**src/rtl/food_placer.sv**
```systemverilog
`timescale 1ns/1ps
// food_placer: draws random column/row candidates from the 7-bit stream,
// rejects values outside the grid, checks each candidate against the snake
// body through an occupancy query handshake, and publishes the food cell.
// Optional macro FOOD_FALLBACK_SCAN_EN adds a linear scan after MAX_TRIES
// occupied hits and reports grid_full when every cell is taken.
module food_placer #(
  parameter int GRID_COLS  = 40,
  parameter int GRID_ROWS  = 30,
  parameter int SAMPLE_GAP = 7,
  parameter int INIT_X     = 20,
  parameter int INIT_Y     = 15,
  parameter int MAX_TRIES  = 16
) (
  input  logic       clock_25,
  input  logic       reset,
  input  logic       place_req,
  input  logic [6:0] rnd,
  output logic       occ_req,
  output logic [5:0] occ_x,
  output logic [4:0] occ_y,
  input  logic       occ_ack,
  input  logic       occ_hit,
  output logic [5:0] food_x,
  output logic [4:0] food_y,
  output logic       food_valid,
  output logic       done,
  output logic       busy,
  output logic       grid_full
);

  localparam int GAP_W = (SAMPLE_GAP > 1) ? $clog2(SAMPLE_GAP) : 1;
  localparam int TRY_W = $clog2(MAX_TRIES + 1);
  localparam logic [GAP_W-1:0] GAP_LAST = GAP_W'(SAMPLE_GAP - 1);
  localparam logic [TRY_W-1:0] TRY_MAX  = TRY_W'(MAX_TRIES);

  typedef enum logic [2:0] {
    IDLE   = 3'd0,
    WAIT_X = 3'd1,
    WAIT_Y = 3'd2,
`ifdef FOOD_FALLBACK_SCAN_EN
    QUERY  = 3'd3,
    SCAN   = 3'd4
`else
    QUERY  = 3'd3
`endif
  } state_t;

  state_t             state_q, state_d;
  logic [GAP_W-1:0]   gap_q, gap_d;
  logic [TRY_W-1:0]   try_q, try_d, try_inc;
  logic [5:0]         cand_x_q, cand_x_d;
  logic               occ_req_q, occ_req_d;
  logic [5:0]         occ_x_q, occ_x_d;
  logic [4:0]         occ_y_q, occ_y_d;
  logic [5:0]         food_x_q, food_x_d;
  logic [4:0]         food_y_q, food_y_d;
  logic               food_valid_q, food_valid_d;
  logic               done_q, done_d;

`ifdef FOOD_FALLBACK_SCAN_EN
  localparam int SCAN_W = $clog2(GRID_COLS * GRID_ROWS + 1);
  localparam logic [SCAN_W-1:0] SCAN_LAST = SCAN_W'(GRID_COLS * GRID_ROWS - 1);

  logic [SCAN_W-1:0]  scan_q, scan_d;
  logic               grid_full_q, grid_full_d;
  logic [5:0]         adv_x;
  logic [4:0]         adv_y;

  // Next cell in row-major scan order after the current query cell, with wrap.
  always_comb begin
    adv_x = occ_x_q + 6'd1;
    adv_y = occ_y_q;
    if (occ_x_q == 6'(GRID_COLS - 1)) begin
      adv_x = 6'd0;
      adv_y = (occ_y_q == 5'(GRID_ROWS - 1)) ? 5'd0 : occ_y_q + 5'd1;
    end
  end
`endif

  // Next-state and output logic for the draw / query sequencer.
  always_comb begin
    state_d      = state_q;
    gap_d        = gap_q;
    try_d        = try_q;
    cand_x_d     = cand_x_q;
    occ_req_d    = occ_req_q;
    occ_x_d      = occ_x_q;
    occ_y_d      = occ_y_q;
    food_x_d     = food_x_q;
    food_y_d     = food_y_q;
    food_valid_d = food_valid_q;
    done_d       = 1'b0;
    try_inc      = (try_q == TRY_MAX) ? try_q : try_q + 1'b1;
`ifdef FOOD_FALLBACK_SCAN_EN
    scan_d       = scan_q;
    grid_full_d  = grid_full_q;
`endif
    case (state_q)
      IDLE: begin
        if (place_req) begin
          food_valid_d = 1'b0;
          try_d        = '0;
          gap_d        = '0;
          state_d      = WAIT_X;
`ifdef FOOD_FALLBACK_SCAN_EN
          grid_full_d  = 1'b0;
`endif
        end
      end
      WAIT_X: begin
        if (gap_q == GAP_LAST) begin
          gap_d = '0;
          if (rnd < 7'(GRID_COLS)) begin
            cand_x_d = rnd[5:0];
            state_d  = WAIT_Y;
          end
        end else begin
          gap_d = gap_q + 1'b1;
        end
      end
      WAIT_Y: begin
        if (gap_q == GAP_LAST) begin
          gap_d = '0;
          if (rnd < 7'(GRID_ROWS)) begin
            occ_x_d   = cand_x_q;
            occ_y_d   = rnd[4:0];
            occ_req_d = 1'b1;
            state_d   = QUERY;
          end
        end else begin
          gap_d = gap_q + 1'b1;
        end
      end
      QUERY: begin
        if (occ_ack) begin
          occ_req_d = 1'b0;
          if (!occ_hit) begin
            food_x_d     = occ_x_q;
            food_y_d     = occ_y_q;
            food_valid_d = 1'b1;
            done_d       = 1'b1;
            state_d      = IDLE;
          end else begin
            try_d   = try_inc;
            gap_d   = '0;
            state_d = WAIT_X;
`ifdef FOOD_FALLBACK_SCAN_EN
            if (try_inc == TRY_MAX) begin
              occ_x_d = adv_x;
              occ_y_d = adv_y;
              scan_d  = '0;
              state_d = SCAN;
            end
`endif
          end
        end
      end
`ifdef FOOD_FALLBACK_SCAN_EN
      SCAN: begin
        // occ_req is low for one cycle between cells so each cell gets its own handshake
        if (!occ_req_q) begin
          occ_req_d = 1'b1;
        end else if (occ_ack) begin
          occ_req_d = 1'b0;
          if (!occ_hit) begin
            food_x_d     = occ_x_q;
            food_y_d     = occ_y_q;
            food_valid_d = 1'b1;
            done_d       = 1'b1;
            state_d      = IDLE;
          end else if (scan_q == SCAN_LAST) begin
            grid_full_d = 1'b1;
            state_d     = IDLE;
          end else begin
            occ_x_d = adv_x;
            occ_y_d = adv_y;
            scan_d  = scan_q + 1'b1;
          end
        end
      end
`endif
      default: state_d = IDLE;
    endcase
  end

  // State and output registers; reset aborts any draw or query in progress.
  always_ff @(posedge clock_25 or negedge reset) begin
    if (!reset) begin
      state_q      <= IDLE;
      gap_q        <= '0;
      try_q        <= '0;
      cand_x_q     <= '0;
      occ_req_q    <= 1'b0;
      occ_x_q      <= '0;
      occ_y_q      <= '0;
      food_x_q     <= 6'(INIT_X);
      food_y_q     <= 5'(INIT_Y);
      food_valid_q <= 1'b1;
      done_q       <= 1'b0;
    end else begin
      state_q      <= state_d;
      gap_q        <= gap_d;
      try_q        <= try_d;
      cand_x_q     <= cand_x_d;
      occ_req_q    <= occ_req_d;
      occ_x_q      <= occ_x_d;
      occ_y_q      <= occ_y_d;
      food_x_q     <= food_x_d;
      food_y_q     <= food_y_d;
      food_valid_q <= food_valid_d;
      done_q       <= done_d;
    end
  end

`ifdef FOOD_FALLBACK_SCAN_EN
  // Scan progress and grid-full flag registers.
  always_ff @(posedge clock_25 or negedge reset) begin
    if (!reset) begin
      scan_q      <= '0;
      grid_full_q <= 1'b0;
    end else begin
      scan_q      <= scan_d;
      grid_full_q <= grid_full_d;
    end
  end
  assign grid_full = grid_full_q;
`else
  assign grid_full = 1'b0;
`endif

  assign occ_req    = occ_req_q;
  assign occ_x      = occ_x_q;
  assign occ_y      = occ_y_q;
  assign food_x     = food_x_q;
  assign food_y     = food_y_q;
  assign food_valid = food_valid_q;
  assign done       = done_q;
  assign busy       = (state_q != IDLE);

endmodule

```
**config.mk**
```make
export PLATFORM = sky130hd
export DESIGN_NAME = food_placer
export DESIGN_NICKNAME = d
export VERILOG_FILES = /design/src/rtl/food_placer.sv
export SDC_FILE = /design/constraint.sdc
export NUM_CORES = 1
export LEC_CHECK = 0
export ABC_AREA = 0
export CAP_MARGIN = 25
export CORE_MARGIN = 3
export CORE_UTILIZATION = 34
export DETAILED_ROUTE_END_ITERATION = 8
export MAX_ROUTING_LAYER = met4
export SETUP_SLACK_MARGIN = 0.2
export SYNTH_ARGS = -nofsm -noshare
export SYNTH_HDL_FRONTEND = slang
export SYNTH_SLANG_ARGS = --single-unit
```
**constraint.sdc**
```tcl
create_clock -name clock_25 -period 2.6 [get_ports clock_25]
set_clock_uncertainty 0.15 [all_clocks]
set_input_delay 0.52 -clock clock_25 [delete_from_list [all_inputs] [get_ports clock_25]]
set_output_delay 0.52 -clock clock_25 [all_outputs]
set_load 0.05 [all_outputs]
```
==> out/metrics.cfg <==
[detailed_routing]
drt-pass1-iter-count = 4
detail_route.vias_per_cell = 4.895
drt_iter0_drc = 59
drtAntennaViolNets = 0
route.detailed.drc = 0
drt_wl_total_um = 3070
wl_per_cell_um = 14.62
vias = 1028

[placement]
io_buffers = 37
dpl.hpwl_um = 2267
dpl_cell_area_mm2 = 0.002036
gp_congestion = 0.7586

[finish]
final_common_cell = clkdlybuf4s50_1
nets = 173
nFillCells = 396
area_growth_pct = 31.81
most-common-layout-cells = 36 x clkdlybuf4s50_1, 29 x dfrtp_1, 18 x mux2_2
n_antenna_cell = 0
seqCellArea_um2 = 909.6
drive_gt1_frac = 0.3165
multiInputGateArea_um2 = 644.4
postLayoutCellArea_mm2 = 0.002136

[grt]
grt_pass1_wl_um = 5106
grt_max_degree = 37
met2_usage = 0.1779
grt_use_met1 = 0.1698
gr-total-overflow = 0
grt_use_total = 0.1255
use_met3 = 0.03204
antenna_found_initial = 0
grt_pass1_vias = 1052
grt-busiest-layer = met2

[hold_path]
hold_path.class = reg -> reg

[setup_path]
crit_family = buffers and inverters
cp_slowest_cell = clkdlybuf4s50_1
critPathBufInv = 1
slowest_delay_ps = 800
worstPathArrival_ps = 1620
end_kind = output port
worstPathRequired_ps = 1930
start_kind = register
crit_type = reg -> out
crit_fanout = 3
cp_cell_sequence = clkdlybuf4s50_1

[cts]
htreeDepth = 2
cts_buffers = 5
clockRootBuffer = clkbuf_8
clkTransAtPathRegs_ps = 70
post_cts.repair.setup_buffers = 0
hold_buffers = 0
cts_tree = yes
insertion_delay_ps = 280
clock_path_buffers = 2
clock_sinks = 36
ctsResizeCount = 0

[synthesis]
yosysUniqueCellTypes = 35
synth_seq_cells = 36
syn_inst = 114
syn_area_mm2 = 0.001620
yosysSeqAreaShare = 0.5614
postSynthAreaPerCell_um2 = 14.21
ys_warn_count = 0
syn-num-nets = 130

[timing]
timing.final.crit_share = 0.8814
fin_tns_setup_ps = 0
fin_crit_ps = 2292
worst_pin_slew_ps = 518.9
hold_viol = 0
rsz0062_at_grt = no
fmax_ghz = 0.4364
drv_slew = 0
slew_headroom = 0.6530
setup-violations-final = 0
holdWs_ps = 356.3

[power]
ir_worst_vdd_uv = 513.9
p_seq_frac = 0.398
pwr_density_cell_mw_per_mm2 = 845.5
power.share.switching = 0.3571
power_leakage_uw = 0.001020
internal_power_uw = 1161
p_comb_frac = 0.364
p_clk_frac = 0.239
p_switching_uw = 644.9

[die]
rows = 24
die_x_um = 75.04
fp.dieH_um = 75.04
pin_count = 39
coreArea_mm2 = 0.004474
die-area_mm2 = 0.005630
start_util = 0.3621

[status]
outcome = finished clean

[flow_run]
maxCapViolCount = 0

-- per-layer routing --
layer / share of wire / vias up / routed length, um
li1: - / 489 / -
met1: 0.49 / 505 / 1514
met2: 0.45 / 32 / 1390
met3: 0.048 / 2 / 146
met4: 0.0062 / 0 / 19
met5: 0 / - / 0
-- synth_stat cells, drive strengths merged --
master | instances | area (um^2)
ha | 4 | 50.05
mux2 | 28 | 352.8
dfrtp | 29 | 725.7
nand2 | 4 | 22.52
nor2 | 1 | 3.750
a211oi | 1 | 7.510
nand2b | 2 | 12.51
a2111oi | 1 | 8.760
and4bb | 1 | 16.27
mux2i | 1 | 10.01
o211ai | 1 | 7.510
and3 | 1 | 6.260
and2 | 1 | 8.760
a21oi | 2 | 10.01
a311o | 1 | 11.26
a31oi | 1 | 6.260
a21boi | 1 | 7.510
a221oi | 1 | 15.01
nand3 | 3 | 15.01
buf | 3 | 32.53
o22ai | 1 | 6.260
inv | 9 | 33.78
a2bb2oi | 1 | 8.760
dfstp | 7 | 183.9
o41ai | 1 | 8.760
o21ai | 3 | 15.01
nor3 | 1 | 5.000
a21o | 1 | 7.510
a22o | 1 | 8.760
conb | 1 | 3.750
a41oi | 1 | 8.760
-- final timing paths --
path                       slack [ps]         end       start  depth (start not counted)
max                               310  food_valid  food_valid                          1
min                               360   food_x[1]   food_x[1]                          1
max reg2reg                       700    gap_q[0]  state_q[0]                          6
min reg2reg                       360   food_x[1]   food_x[1]                          1
max in group asynchronous        1440   food_x[2]       reset                          2
min in group asynchronous         510    occ_x[1]       reset                          2
-- worst reg2reg max path, stage by stage, from the launching register on --
cell and delay (ps):
dfrtp_1 410, inv_1 80, ha_1 240, nand2b_1 130, o211ai_1 210, a2111oi_0 480, a21o_1 140
-- logic make-up after synthesis --
logic type | count (synthesis) | share of synthesized area
other | 1 | 0.002314
AOI/OAI and AO/OA | 18 | 0.08495
buffers and inverters | 12 | 0.04092
muxes | 29 | 0.2239
and+or+nand+nor | 14 | 0.05559
DFF | 36 | 0.5614
adders and majority gates | 4 | 0.03089
-- layout make-up --
class | instances | share of cell area
clock buffer | 8 | 0.04687
inverter | 9 | 0.01582
multi-input combinational | 66 | 0.3017
sequential | 36 | 0.4259
tap | 52 | 0.03046
timing repair buffer | 39 | 0.1793
-- power by group through the flow --
stage	clock, uW	combinational, uW	sequential [uW]
final	431	656	718
after global routing	468	722	731
after CTS	446	666	719
after detailed placement	0	663	728
after global placement	0	644	723
after floorplan	0	355	838
-- state kept, by name, summed over array words and instances, names as in the netlist --
register and flops:
gap_q 3, state_q 2, food_x 6, cand_x_q 6, done 1, occ_req 1, occ_y 5, occ_x 6
food_valid 1, food_y 5
-- stage by stage --
stage               setup slack (ps)  power [uW]  instances  utilization
global route                   264.3        1921        210       0.4773
detailed placement             370.6        1391        202       0.4550
CTS                            284.6        1831        210       0.4773
floorplan                      841.3        1193        114            -
global placement               387.2        1367        202       0.4550
finish                         308.3        1806        210       0.4773
Power figures use the tool's default switching activity.
